[src/rtl/rst_seq_ctl.sv]
// Reset sequencer for the mips789 system top.
// Synchronises the board reset button, stretches every reset event to a
// minimum width, releases the reset channels one after another and adds
// software and watchdog reset sources with a sticky cause register.
module rst_seq_ctl #(
    parameter int SYNC_STAGES = 2,
    parameter int HOLD_CYCLES = 16,
    parameter int N_OUT       = 3,
    parameter int STAGGER     = 4,
    parameter int WDT_TIMEOUT = 65536
) (
    input  logic             clk,
    input  logic             rst,
    input  logic             ext_rst_i,
    input  logic             sw_rst_req,
    input  logic             wdt_kick,
    input  logic             pause,
    output logic [N_OUT-1:0] rst_o,
    output logic             busy_o,
    output logic [2:0]       rst_cause_o
);

    localparam int HOLD_W = $clog2(HOLD_CYCLES + 1);
    localparam int STG_W  = $clog2(STAGGER + 1);
    localparam int IDX_W  = (N_OUT > 1) ? $clog2(N_OUT) : 1;
    localparam int WDT_W  = (WDT_TIMEOUT > 0) ? $clog2(WDT_TIMEOUT + 1) : 1;

    localparam logic [HOLD_W-1:0] HOLD_LAST = HOLD_W'(HOLD_CYCLES);
    localparam logic [STG_W-1:0]  STG_LAST  = STG_W'(STAGGER);
    localparam logic [IDX_W-1:0]  IDX_LAST  = IDX_W'(N_OUT - 1);
    localparam logic [IDX_W-1:0]  IDX_FIRST = IDX_W'(1);
    localparam logic [WDT_W-1:0]  WDT_LAST  = WDT_W'(WDT_TIMEOUT);

    typedef enum logic [1:0] {
        ST_HOLD,
        ST_RELEASE,
        ST_RUN
    } state_t;

    state_t                 state_q, state_d;
    logic [SYNC_STAGES-1:0] sync_q, sync_d;
    logic [HOLD_W-1:0]      hold_q, hold_d;
    logic [STG_W-1:0]       stg_q, stg_d;
    logic [IDX_W-1:0]       idx_q, idx_d;
    logic [WDT_W-1:0]       wdt_q, wdt_d;
    logic [N_OUT-1:0]       rst_q, rst_d;
    logic                   busy_q, busy_d;
    logic [2:0]             cause_q, cause_d;

    logic                   ext_s;
    logic                   wdt_exp;
    logic                   req;
    logic [HOLD_W-1:0]      hold_inc;
    logic [STG_W-1:0]       stg_inc;

    // Next-state logic: request detection, hold/stagger sequencing and watchdog.
    always_comb begin
        sync_d   = {sync_q[SYNC_STAGES-2:0], ext_rst_i};
        ext_s    = sync_q[SYNC_STAGES-1];
        hold_inc = hold_q + 1'b1;
        stg_inc  = stg_q + 1'b1;

        wdt_exp = 1'b0;
        if ((WDT_TIMEOUT != 0) && (state_q == ST_RUN) && !wdt_kick && !pause
            && ((wdt_q + 1'b1) == WDT_LAST)) begin
            wdt_exp = 1'b1;
        end

        req     = ext_s | sw_rst_req | wdt_exp;
        cause_d = cause_q | {wdt_exp, sw_rst_req, ext_s};

        state_d = state_q;
        hold_d  = hold_q;
        stg_d   = stg_q;
        idx_d   = idx_q;
        rst_d   = rst_q;
        busy_d  = busy_q;
        wdt_d   = '0;

        case (state_q)
            ST_HOLD: begin
                if (ext_s || sw_rst_req) begin
                    hold_d = '0;
                end else begin
                    hold_d = hold_inc;
                    if (hold_inc == HOLD_LAST) begin
                        rst_d[0] = 1'b0;
                        stg_d    = '0;
                        idx_d    = IDX_FIRST;
                        if (N_OUT == 1) begin
                            state_d = ST_RUN;
                            busy_d  = 1'b0;
                        end else begin
                            state_d = ST_RELEASE;
                        end
                    end
                end
            end
            ST_RELEASE: begin
                if (stg_inc == STG_LAST) begin
                    stg_d = '0;
                    for (int i = 0; i < N_OUT; i++) begin
                        if (idx_q == IDX_W'(i)) begin
                            rst_d[i] = 1'b0;
                        end
                    end
                    if (idx_q == IDX_LAST) begin
                        state_d = ST_RUN;
                        busy_d  = 1'b0;
                    end else begin
                        idx_d = idx_q + 1'b1;
                    end
                end else begin
                    stg_d = stg_inc;
                end
            end
            ST_RUN: begin
                if (WDT_TIMEOUT != 0) begin
                    if (wdt_kick) begin
                        wdt_d = '0;
                    end else if (pause) begin
                        wdt_d = wdt_q;
                    end else begin
                        wdt_d = wdt_q + 1'b1;
                    end
                end
            end
            default: begin
                state_d = ST_HOLD;
            end
        endcase

        if (req && (state_q != ST_HOLD)) begin
            rst_d   = '1;
            busy_d  = 1'b1;
            state_d = ST_HOLD;
            hold_d  = '0;
            wdt_d   = '0;
        end
    end

    // State and output registers; master reset forces every channel asserted.
    always_ff @(posedge clk) begin
        if (rst) begin
            state_q <= ST_HOLD;
            sync_q  <= '0;
            hold_q  <= '0;
            stg_q   <= '0;
            idx_q   <= '0;
            wdt_q   <= '0;
            rst_q   <= '1;
            busy_q  <= 1'b1;
            cause_q <= '0;
        end else begin
            state_q <= state_d;
            sync_q  <= sync_d;
            hold_q  <= hold_d;
            stg_q   <= stg_d;
            idx_q   <= idx_d;
            wdt_q   <= wdt_d;
            rst_q   <= rst_d;
            busy_q  <= busy_d;
            cause_q <= cause_d;
        end
    end

    assign rst_o       = rst_q;
    assign busy_o      = busy_q;
    assign rst_cause_o = cause_q;

endmodule
[config.mk]
export PLATFORM = sky130hd
export DESIGN_NAME = rst_seq_ctl
export DESIGN_NICKNAME = d
export VERILOG_FILES = /design/src/rtl/rst_seq_ctl.sv
export SDC_FILE = /design/constraint.sdc
export NUM_CORES = 1
export LEC_CHECK = 0
export CAP_MARGIN = 20
export CORE_UTILIZATION = 59
export DETAILED_ROUTE_END_ITERATION = 6
export PLACE_DENSITY = 0.77
export SYNTH_ARGS = -nofsm -noshare
export SYNTH_HDL_FRONTEND = slang
export SYNTH_SLANG_ARGS = --single-unit
[constraint.sdc]
create_clock -name clk -period 3.4 [get_ports clk]
set_input_delay 1.02 -clock clk [delete_from_list [all_inputs] [get_ports clk]]
set_output_delay 1.02 -clock clk [all_outputs]
set_load 0.05 [all_outputs]
==> results of run 1 <==
==> flip-flops by register name (all words and copies together) (netlist names) <==
| signal | flops |
|---|---|
| hold_q | 5 |
| idx_q | 2 |
| rst_cause_o | 3 |
| rst_o | 3 |
| state_q | 2 |
| stg_q | 3 |
| sync_q | 2 |
| wdt_q | 17 |
==> power by group through the flow <==
stage	logic, µW	clock network, µW	registers, µW
2_1_floorplan	14.0	0	455
3_3_place_gp	32.7	0	450
3_5_place_dp	32.9	0	450
6_report	33.2	398	440
5_1_grt	36.0	422	441
4_1_cts	33.2	401	440
==> final cells by class <==
class / instances / share of cell area
flip-flops and latches: 37 / 0.308
multi-input cells: 208 / 0.554
clock inverters: 2 / 0.0156
inverters: 5 / 0.00780
clock buffers: 6 / 0.0343
well taps: 46 / 0.0239
repair buffers: 14 / 0.0562
==> worst register-to-register path, cell delays in order, from the launching register on <==
cell and delay, ns:
dfxtp_1 0.49, ha_1 0.40, nand3_1 0.16, or4_1 0.53, mux2i_4 0.26, or4_4 0.59, and3_1 0.19
==> stage by stage <==
step | instances | hold slack [ns] | utilization | worst slack (ns) | area (µm²)
3_3_place_gp | 310 | 0.427 | 0.664 | 0.143 | 2290
2_1_floorplan | 268 | 0.414 | - | 0.636 | 2180
4_1_cts | 318 | 0.449 | 0.699 | 0.424 | 2410
6_report | 318 | 0.441 | 0.699 | 0.416 | 2410
5_1_grt | 318 | 0.468 | 0.699 | 0.345 | 2410
3_5_place_dp | 310 | 0.428 | 0.664 | 0.113 | 2290
==> final timing paths <==
path | from | end
max reg2reg | wdt_q[0] | hold_q[2]
min | sync_q[0] | sync_q[1]
min reg2reg | sync_q[0] | sync_q[1]
max | wdt_kick | hold_q[2]
==> layer usage <==
layer,share of wire,global-route usage,up-vias,wire [µm]
met5,0,0,-,0
met4,0.018,0.116,0,78
met3,0.047,0.0493,7,202
met2,0.42,0.340,43,1800
met1,0.52,0.358,853,2260
li1,-,-,965,-
==> logic make-up after synthesis <==
family,count (synthesis),share of synthesized area
simple gates,132,0.321
compound gates,39,0.119
flops,37,0.340
xor+xnor,25,0.101
buf+inv,23,0.0466
fa+ha+maj,9,0.0518
mux,3,0.0201
==> placed cells by master, fill, tap and decap left out, drive strengths merged, types with 3 or more instances in the layout <==
cell            n
o211ai          6
nand4          10
inv             5
dfxtp          37
ha              9
nor4            4
clkbuf          6
nand2          12
xor2            9
and4            3
a31oi           4
nor2b           5
or4             4
nand3          23
nor2           36
and3            9
clkdlybuf4s50  12
a21oi           7
xnor2          16
nor3           14
o21ai           9
==> cell usage after synthesis, types with 3 or more instances <==
| master | count | share of area |
|---|---|---|
| clkbuf_1 | 12 | 0.021 |
| nand3_1 | 23 | 0.053 |
| ha_1 | 9 | 0.052 |
| nand2_1 | 12 | 0.021 |
| a21oi_1 | 7 | 0.016 |
| o21ai_0 | 8 | 0.018 |
| buf_2 | 3 | 0.0069 |
| nor3_1 | 13 | 0.030 |
| xnor2_1 | 16 | 0.064 |
| xor2_1 | 9 | 0.036 |
| and3_1 | 9 | 0.026 |
| nor2b_1 | 5 | 0.014 |
| nor4_1 | 3 | 0.0086 |
| or4_1 | 3 | 0.010 |
| buf_4 | 3 | 0.010 |
| o211ai_1 | 6 | 0.021 |
| and4_1 | 3 | 0.012 |
| a31oi_1 | 4 | 0.011 |
| inv_1 | 5 | 0.0086 |
| nand4_1 | 9 | 0.026 |
| nor2_1 | 36 | 0.062 |
| dfxtp_1 | 37 | 0.34 |
==> run metrics, run 1 <==
std cell rows=21; number of routed nets with antenna violations=0; Synth cell types=47; Final TNS setup=0 ns; Final HPWL DP=3130 µm; Buf+Inv Stages, Crit Path=1; DRT Pass-1 Iters=4; Worst R2R Path Depth=6; max-slew violations=0; Post-Syn Nets=283; Min-Delay Path Depth=1; vias=1868; vias in the first global route=1679; Final Skew=0.00510 ns; Flop pwr share=0.505; Clock Path Buffers=2; CTS Buf Count=5; first-pass GRT wire length=7560 µm; Crit path largest cell delay=0.52 ns; Die Footprint=3930 µm²; Antenna diodes=0; Yosys warning count=0; Post-CTS Hold Fix Bufs=0; Worst-Skew Late Latency=0.29 ns; Mapped Area=2180 µm²; htree depth=2; Final min period=2.98 ns; num ports=13; storage element area=741 µm²; cells after synthesis=268; Crit Path Category=input port to flip-flop; Hold Fails Final Rpt=0; Die Wd=62.7 µm; antenna violations before repair=0; layout cell share with drive strength beyond 1=0.0699; CP max FO=5; maximum vdd ir drop=302 µV; slowest CP cell=or4_4; grt total ovfl=0; Crit. path cell count=7; fill count=293; Max Clk Rate=335 MHz; setup violators final=0; gpl congestion=0.801; Tightest Pin Transition=0.591 ns; Lkg Pwr=0.000861 µW; setup bufs post-CTS=0; r2r setup slk=0.68 ns; CP Cell Sequence=clkdlybuf4s50_1 -> or3b_1 -> or3_1 -> nor3_2 -> o21ai_1 -> or4_4 -> and3_1; multi-input logic area=1330 µm²; CTS resizes=0; average wire per standard cell=13.7 µm; Vias/cell=5.87; nets=286; ys async rst share=0; GRT Util Overall=0.245; initial drt markers=191; die extent in y=62.7 µm; sw frac=0.209; Placeable Area=3440 µm²; Area growth syn-to-layout=10.6%; largest net degree at the start of global routing=18; P per Cell Area=362 nW/µm²; DRC=0; power share of the combinational group=0.038; TritonCTS Sinks=37; switching pwr=182 µW; Worst-path clk slew=0.07 ns; worst path required time=3.59 ns; Initial Utilization=0.632; Max Cap Viol=0; Pint=689 µW; Mean Syn Cell Area=8.12 µm²; port buffer count=12; drt total wl=4340 µm; tightest slew margin relative to the limit=0.606; sequential share of the synthesized area=0.340; Critical Path End Type=flip-flop; Yosys reg bits=37; total power=871 µW; number of flops mapped to enable cells by yosys=0; nature of the critical path startpoint=input port; RSZ-0062 raised after global routing=no; TritonCTS clock tree=done; status=completed; Hold Crit Class=flip-flop to flip-flop; crit share post-route=0.878; Root Buffer=clkbuf_8; Top delay family on crit path=simple AND/OR/NAND/NOR gates; CP Data Arrival Time=3.18 ns; Synth Flop Type=dfxtp_1; Clock Power Share=0.457
Power figures use the tool's default switching activity.
==> run 2, diff against run 1 <==
--- a/config.mk
+++ b/config.mk
@@ -8,6 +8,7 @@
 export CAP_MARGIN = 20
 export CORE_UTILIZATION = 59
 export DETAILED_ROUTE_END_ITERATION = 6
+export HOLD_SLACK_MARGIN = 0.08
 export PLACE_DENSITY = 0.77
 export SYNTH_ARGS = -nofsm -noshare
 export SYNTH_HDL_FRONTEND = slang
==> results of run 2 <==
The final DEF is identical to that of run 1; final timing and power are the same.
